==> src/rtl/io_bank_if.sv <==
// Signal bundle for io_bank: serial configuration chain, pad-cell split I/O and fabric data.
interface io_bank_if #(parameter int NUM_PADS = 4);
   logic                prog_in;
   logic                prog_en;
   logic                prog_out;
   logic [NUM_PADS-1:0] pad_in;
   logic [NUM_PADS-1:0] pad_out;
   logic [NUM_PADS-1:0] pad_oe;
   logic [NUM_PADS-1:0] pad_pu;
   logic [NUM_PADS-1:0] pad_pd;
   logic [NUM_PADS-1:0] fab_out;
   logic [NUM_PADS-1:0] fab_in;
   logic                cfg_done;
   logic                cfg_valid;
   logic [NUM_PADS-1:0] cfg_conflict;

   modport master (
      output prog_in, prog_en, pad_in, fab_out,
      input  prog_out, pad_out, pad_oe, pad_pu, pad_pd, fab_in,
             cfg_done, cfg_valid, cfg_conflict
   );

   modport slave (
      input  prog_in, prog_en, pad_in, fab_out,
      output prog_out, pad_out, pad_oe, pad_pu, pad_pd, fab_in,
             cfg_done, cfg_valid, cfg_conflict
   );
endinterface

==> src/rtl/io_bank.sv <==
// Multi-pad configurable I/O bank with a serial shadow chain and atomic commit.
// Optional macro IO_BANK_SYNC_EN adds a two-flop synchroniser on pad_in.
module io_bank #(
   parameter int NUM_PADS = 4,
   parameter int CFG_BITS = 4
) (
   input logic     prog_clk,
   input logic     prog_rst,
   io_bank_if.slave bus
);
   localparam int CHAIN_LEN = NUM_PADS * CFG_BITS;

   typedef enum logic [1:0] {IDLE, SHIFT, COMMIT} state_t;

   state_t              state;
   logic [CHAIN_LEN-1:0] shadow;
   logic [CHAIN_LEN-1:0] control;
   logic                cfg_done_q;
   logic                cfg_valid_q;
   logic [NUM_PADS-1:0] pad_in_s;
   logic [NUM_PADS-1:0] in_q;
   logic [NUM_PADS-1:0] out_q;
   logic [NUM_PADS-1:0] oe_c, out_c, in_c, pu_c, pd_c, conflict_c;

   // Shadow shifts whenever prog_en is high; control only moves on the SHIFT->COMMIT edge.
   always_ff @(posedge prog_clk or posedge prog_rst) begin
      if (prog_rst) begin
         state       <= IDLE;
         shadow      <= '0;
         control     <= '0;
         cfg_done_q  <= 1'b0;
         cfg_valid_q <= 1'b0;
      end else begin
         cfg_done_q <= 1'b0;
         if (bus.prog_en)
            shadow <= {shadow[CHAIN_LEN-2:0], bus.prog_in};
         case (state)
            IDLE:    if (bus.prog_en) state <= SHIFT;
            SHIFT: begin
               if (!bus.prog_en) begin
                  control     <= shadow;
                  state       <= COMMIT;
                  cfg_done_q  <= 1'b1;
                  cfg_valid_q <= 1'b1;
               end
            end
            COMMIT:  state <= bus.prog_en ? SHIFT : IDLE;
            default: state <= IDLE;
         endcase
      end
   end

`ifdef IO_BANK_SYNC_EN
   logic [NUM_PADS-1:0] sync1;
   logic [NUM_PADS-1:0] sync2;

   always_ff @(posedge prog_clk or posedge prog_rst) begin
      if (prog_rst) begin
         sync1 <= '0;
         sync2 <= '0;
      end else begin
         sync1 <= bus.pad_in;
         sync2 <= sync1;
      end
   end

   assign pad_in_s = sync2;
`else
   assign pad_in_s = bus.pad_in;
`endif

   always_ff @(posedge prog_clk or posedge prog_rst) begin
      if (prog_rst) begin
         in_q  <= '0;
         out_q <= '0;
      end else begin
         in_q  <= pad_in_s;
         out_q <= bus.fab_out;
      end
   end

   // Field layout per pad: bit0 DIR, bit1 PULL_DOWN, bit2 PULL_UP, bit3 REG.
   always_comb begin
      oe_c       = '0;
      out_c      = '0;
      in_c       = '0;
      pu_c       = '0;
      pd_c       = '0;
      conflict_c = '0;
      for (int k = 0; k < NUM_PADS; k++) begin
         oe_c[k]       = cfg_valid_q & ~control[k*CFG_BITS];
         out_c[k]      = control[k*CFG_BITS] ? 1'b0
                       : (control[k*CFG_BITS+3] ? out_q[k] : bus.fab_out[k]);
         in_c[k]       = control[k*CFG_BITS]
                       ? (control[k*CFG_BITS+3] ? in_q[k] : pad_in_s[k]) : 1'b0;
         pu_c[k]       = control[k*CFG_BITS+2] & ~control[k*CFG_BITS+1];
         pd_c[k]       = control[k*CFG_BITS+1] & ~control[k*CFG_BITS+2];
         conflict_c[k] = control[k*CFG_BITS+1] & control[k*CFG_BITS+2];
      end
   end

   assign bus.prog_out     = shadow[CHAIN_LEN-1];
   assign bus.pad_oe       = oe_c;
   assign bus.pad_out      = out_c;
   assign bus.fab_in       = in_c;
   assign bus.pad_pu       = pu_c;
   assign bus.pad_pd       = pd_c;
   assign bus.cfg_conflict = conflict_c;
   assign bus.cfg_done     = cfg_done_q;
   assign bus.cfg_valid    = cfg_valid_q;
endmodule

==> src/flat_wrapper.sv <==
// flat-port wrapper written by rule: the top's interface ports become plain ports
module io_bank_flat 
#(
   parameter int NUM_PADS = 4,
   parameter int CFG_BITS = 4
)
  (prog_clk, prog_rst, bus_prog_in, bus_prog_en, bus_pad_in, bus_fab_out, bus_prog_out, bus_pad_out, bus_pad_oe, bus_pad_pu, bus_pad_pd, bus_fab_in, bus_cfg_done, bus_cfg_valid, bus_cfg_conflict);
  io_bank_if #(.NUM_PADS(NUM_PADS)) bus_i ();
  input logic prog_clk;
  input logic prog_rst;
  input wire logic [$bits(bus_i.prog_in)-1:0] bus_prog_in;
  input wire logic [$bits(bus_i.prog_en)-1:0] bus_prog_en;
  input wire logic [$bits(bus_i.pad_in)-1:0] bus_pad_in;
  input wire logic [$bits(bus_i.fab_out)-1:0] bus_fab_out;
  output wire logic [$bits(bus_i.prog_out)-1:0] bus_prog_out;
  output wire logic [$bits(bus_i.pad_out)-1:0] bus_pad_out;
  output wire logic [$bits(bus_i.pad_oe)-1:0] bus_pad_oe;
  output wire logic [$bits(bus_i.pad_pu)-1:0] bus_pad_pu;
  output wire logic [$bits(bus_i.pad_pd)-1:0] bus_pad_pd;
  output wire logic [$bits(bus_i.fab_in)-1:0] bus_fab_in;
  output wire logic [$bits(bus_i.cfg_done)-1:0] bus_cfg_done;
  output wire logic [$bits(bus_i.cfg_valid)-1:0] bus_cfg_valid;
  output wire logic [$bits(bus_i.cfg_conflict)-1:0] bus_cfg_conflict;
  assign bus_i.prog_in = bus_prog_in;
  assign bus_i.prog_en = bus_prog_en;
  assign bus_i.pad_in = bus_pad_in;
  assign bus_i.fab_out = bus_fab_out;
  assign bus_prog_out = bus_i.prog_out;
  assign bus_pad_out = bus_i.pad_out;
  assign bus_pad_oe = bus_i.pad_oe;
  assign bus_pad_pu = bus_i.pad_pu;
  assign bus_pad_pd = bus_i.pad_pd;
  assign bus_fab_in = bus_i.fab_in;
  assign bus_cfg_done = bus_i.cfg_done;
  assign bus_cfg_valid = bus_i.cfg_valid;
  assign bus_cfg_conflict = bus_i.cfg_conflict;
  io_bank #(.NUM_PADS(NUM_PADS), .CFG_BITS(CFG_BITS)) u_core (.prog_clk(prog_clk), .prog_rst(prog_rst), .bus(bus_i));
endmodule
==> config.mk <==
export PLATFORM = sky130hd
export DESIGN_NAME = io_bank_flat
export DESIGN_NICKNAME = d
export VERILOG_FILES = /design/src/rtl/io_bank_if.sv /design/src/rtl/io_bank.sv /design/src/flat_wrapper.sv
export SDC_FILE = /design/constraint.sdc
export NUM_CORES = 1
export LEC_CHECK = 0
export CORE_MARGIN = 2
export CORE_UTILIZATION = 45
export DETAILED_ROUTE_END_ITERATION = 7
export PLACE_DENSITY = 0.73
export SYNTH_ARGS = -nofsm -noshare
export SYNTH_HDL_FRONTEND = slang
export SYNTH_SLANG_ARGS = --single-unit
==> constraint.sdc <==
create_clock -name prog_clk -period 2.19 [get_ports prog_clk]
set_clock_uncertainty 0.1 [all_clocks]
set_input_delay 0.5475 -clock prog_clk [delete_from_list [all_inputs] [get_ports prog_clk]]
set_output_delay 0.5475 -clock prog_clk [all_outputs]
set_load 0.1 [all_outputs]
==> results of run 1 <==
==> layer usage <==
metal  wire (µm)  up-vias  share of wire (%)  track usage (%)
met1        1280      530                 40            21.31
met5           0        -                  0                0
met2        1705       27                 53            29.21
li1            -      485                  -                -
met4          55        0                1.7            6.633
met3         177        6                5.5            5.833
==> layout by cell type (no fill, tap or decap), drive strengths merged <==
| cell | instances |
|---|---|
| or2 | 1 |
| nor2 | 4 |
| nor3b | 2 |
| clkdlybuf4s50 | 11 |
| dfrtp | 44 |
| buf | 31 |
| and2 | 4 |
| a21boi | 1 |
| mux2 | 32 |
| mux2i | 8 |
| clkinv | 2 |
| nor2b | 16 |
| clkbuf | 7 |
==> how the worst max path moves through the flow <==
stage | start | to | slack, ps | cells past startpoint
floorplan | u_core.control[2] | bus_pad_pd[0] | -180 | 1
global placement | bus_pad_in[2] | bus_fab_in[2] | 100 | 4
detailed placement | bus_pad_in[3] | bus_fab_in[3] | 50 | 4
CTS | bus_pad_in[3] | bus_fab_in[3] | 40 | 4
global route | bus_pad_in[3] | bus_fab_in[3] | 0.9 | 4
finish | bus_pad_in[3] | bus_fab_in[3] | 50 | 4
==> per-stage QoR <==
step	cells	worst slack (ps)	utilization [%]
floorplan	117	-178.4	-
global placement	203	104.2	67.91
CTS	211	41.91	70.09
finish	211	48.73	70.09
global route	211	0.8952	70.09
detailed placement	203	50.95	67.91
==> flip-flops by register name, summed over array words and instances (netlist names) <==
signal	flops
u_core.control	16
u_core.out_q	4
u_core.state	2
u_core.in_q	4
u_core.shadow	16
u_core.bus.cfg_valid	1
u_core.bus.cfg_done	1
==> logic make-up after synthesis <==
group                  count (synthesis)
flip-flops                            44
multiplexers                          40
AND/OR/NAND/NOR                       27
buffers and inverters                  5
AO/OA/AOI/OAI                          1
==> critical path, delay by kind of cell <==
kind	cells	cell delay (ps)
muxes	1	90
and+or+nand+nor	1	170
buffers and inverters	2	680
==> cell type report <==
class                   count  area (µm²)  area share (%)
inverters                   1       3.754          0.1431
flip-flops and latches     44        1102           42.01
repair buffers             42       680.7           25.94
clock buffers               7       76.32           2.909
multi-input cells          68       695.7           26.51
well taps                  48       60.06           2.289
clock inverters             1       5.005          0.1907
==> summary.txt, run 1 <==
slowest CP cell: clkdlybuf4s50_1
max_cap viols: 0
Syn Inst Count: 117
class of the worst hold path: flip-flop to flip-flop
Simple-Gate Fraction of Synth Area: 9.262%
IO Port Bufs: 38
net count after synthesis: 129
count leader, synth: dfrtp_1
DR iter-0 viols: 22
post-route ant nets: 0
proportion of synthesized area in mux cells: 26.18%
Seq/Total Area, Yosys: 61.28%
WP data arrival: 1490 ps
Synth top cells by count: 44 x dfrtp_1, 24 x mux2_2, 16 x nor2b_1
Layout fillers: 276
H-tree Lvls: 2
DR DRC count: 0
CP Data Required Time: 1540 ps
GR Overflow Total: 0
Worst Max-Slew Pin Slew: 279.0 ps
Die ar.: 4514 µm²
DP HPWL: 2.342 mm
Yosys top cell by area: dfrtp_1
CP startpoint kind: input port
crit end category: output pin
CTS tree: done
row count: 22
Post-synth ARST share: 100.0%
FF-to-FF Start: u_core.state[1]
Total GRT Usage: 17.58%
min cycle time layout: 2141 ps
synthesized area: 1797 µm²
RSZ-0062 raised after global routing: no
hold-fix buffers at CTS: 0
vias in the first global route: 1160
Synth warnings: 0
Reg clk slew, reported paths: 80 ps
routed vias: 1048
Die W: 67.19 µm
share of cells above drive strength 1: 51.53%
Final Hold Fails: 0
clock net sink count: 44
Max Fclk: 467.0 MHz
largest family of logic cells by synthesized area: multiplexers
post-synthesis register bit count: 44
drt first pass iters: 2
global-route wire length before repair: 5.692 mm
Main synth FF type: dfrtp_1
status: finished, final reports clean
Final Max Tran Viols: 0
Worst Hold Launch: u_core.state[0]
Mapped Avg Cell Area: 15.36 µm²
Worst Hold Endpoint: u_core.state[0]
Initial Utilization: 47.99%
largest net degree at the start of global routing: 45
dominant cells by area after synthesis: dfrtp_1 61%, mux2_2 15%, mux2_4 6.7%
compound-cell area share of the yosys netlist: 0.4178%
finished layout cell area: 2624 µm²
Clk Latency, worst-skew pair: 290 ps
Worst slew margin: 81.55%
dpl cell area: 2542 µm²
CP cell instances: clkdlybuf4s50_1 -> mux2i_1 -> nor2b_2 -> buf_12
Wirelength per Cell: 15.26 µm
Final #Nets: 174
R2R setup slack: 770 ps
EDFF count, synth: 0
PostCTS Resize Cnt: 0
Worst Hold Path Cells: 1
setup TNS: 0 ps
io pins: 39
Core ar.: 3744 µm²
Yosys cell types: 15
Reg2Reg Capture Point: u_core.control[10]
clock tree buffer depth: 2
DIE HEIGHT: 67.19 µm
Worst Path Max Fanout: 2
P&R area growth vs syn: 46.03%
Final period util: 97.77%
Hold Slack: 374.9 ps
worst stage delay on the critical path: 490 ps
RePlAce Congestion: 0.6839
Adder-Cell Fraction of Synth Area: 0%
Yosys top cell area share: 61.28%
Num CTS Buffers: 5
routed wire length: 3.219 mm
final setup vio count: 0
Synth Area in XOR/XNOR: 0%
postcts setup bufs: 0
WS Path Type: input port to output pin
antenna violations before repair: 0
Worst R2R Path Depth: 3
Root Buffer: clkbuf_8
Ant. Diodes: 0
vias per inst: 4.967
Power of run 1 is not shown: default switching activity piles up to over one toggle a cycle in this logic, so the estimate is an artifact.
==> run 2, diff against run 1 <==
Settings changed: PLACE_DENSITY 0.73 to 0.79.
==> summary.txt, run 2 (synthesis gave the netlist of run 1 again) <==
status: finished, final reports clean
Root Buffer: clkbuf_8
Regs by FF count: u_core.control x16, u_core.shadow x16
min cycle time layout: 2120 ps
Worst Max-Slew Pin Slew: 279.8 ps
CP Data Required Time: 1540 ps
final worst-path setup slack: 70.28 ps
DR iter-0 viols: 25
commonest cells after routing, fill and taps aside: 43 x dfrtp_1, 27 x buf_12, 24 x mux2_2
share of cells above drive strength 1: 52.15%
Initial Utilization: 47.99%
Clk Latency, worst-skew pair: 290 ps
Reg clk slew, reported paths: 80 ps
Total GRT Usage: 16.44%
routed vias: 1041
Num CTS Buffers: 5
RePlAce Congestion: 0.6951
Die ar.: 4514 µm²
DIE HEIGHT: 67.19 µm
pre-CTS setup slack: 35.70 ps
antenna violations before repair: 0
dpl cell area: 2542 µm²
CTS tree: done
Wirelength per Cell: 14.59 µm
global-route wire length before repair: 5.223 mm
slowest CP cell: clkdlybuf4s50_1
finished layout cell area: 2626 µm²
FF-to-FF Start: u_core.state[1]
Final Hold Fails: 0
DR DRC count: 0
Final Max Tran Viols: 0
Worst Hold Launch: bus_pad_in[0]
post-route ant nets: 0
Final #Nets: 174
Core ar.: 3744 µm²
class of the worst hold path: input port to flip-flop
largest net degree at the start of global routing: 45
final setup vio count: 0
Worst slew margin: 81.50%
cell family with most CP delay: buffers and inverters
CP cell instances: clkdlybuf4s50_1 -> mux2i_1 -> nor2b_2 -> buf_12
final std cells w/o fill: 211
RSZ-0062 raised after global routing: no
GR Overflow Total: 0
DP HPWL: 2.286 mm
WS Path Type: input port to output pin
crit path buf inv count: 2
Worst R2R Path Depth: 3
H-tree Lvls: 2
worst stage delay on the critical path: 480 ps
Crit path depth: 4
row count: 22
Die W: 67.19 µm
clock tree buffer depth: 2
Ant. Diodes: 0
P&R area growth vs syn: 46.17%
IO Port Bufs: 38
CP startpoint kind: input port
Final period util: 96.79%
max_cap viols: 0
crit end category: output pin
drt first pass iters: 2
launch point of the worst path: bus_pad_in[1]
WP data arrival: 1470 ps
most common cell after layout, fill and taps aside: dfrtp_1
clock net sink count: 44
Worst Path Max Fanout: 2
vias in the first global route: 1079
Worst Hold Path Cells: 1
io pins: 39
Placed Instances: 203
hold-fix buffers at CTS: 0
routed wire length: 3.079 mm
vias per inst: 4.934
Max Fclk: 471.8 MHz
final core utilization: 70.15%
run 2: cell count changes in the layout (fill, tap and decap cells not counted), sizes merged:
cell,before,now
clkdlybuf4s50,11,10
clkinv,2,1
dlymetal6s2s,0,1
inv,0,1
run 2: layer usage:
metal  global-route usage (%)  share of wire (%)  up-vias
met1                    20.58                 41      524
met4                    9.949                2.6        0
met3                    4.833                4.7        6
met5                        0                  0        -
li1                         -                  -      488
met2                    25.25                 51       23
run 2: path summary, 6_finish.rpt:
path                            slack [ps]                   end
worst min register to register         400       u_core.state[0]
worst max register to register         770     u_core.control[6]
min in group asynchronous              500  u_core.bus.cfg_valid
worst max-delay path                    70         bus_fab_in[1]
max in group asynchronous             1280  u_core.bus.cfg_valid
worst min-delay path                   320        u_core.in_q[0]
run 2: worst register-to-register path, cell delays in order, from the launching register on:
cell and delay [ps]:
dfrtp_1 420, nor3b_4 240, buf_12 190, mux2_2 340
run 2: area by class of cell:
class,instances,area (µm²)
multi-input combinational,68,695.7
tap,48,60.06
sequential,44,1102
inverter,1,3.754
clock buffer,7,76.32
clock inverter,1,5.005
fill,258,1117
timing repair buffer,42,683.2
run 2: per-stage QoR:
step / TNS (ps) / hold slack (ps)
5_1_grt: 0 / 321.7
3_3_place_gp: 0 / 363.4
4_1_cts: 0 / 402.1
3_5_place_dp: 0 / 383.9
6_report: 0 / 320.8
2_1_floorplan: -1501 / 333.3
run 2: repair_timing:
action                     in CTS  in global routing
gates resized for setup         0                  1
buffers inserted                0                  0
setup endpoints to repair       0                  1
Power of run 2 is left out for the same reason.
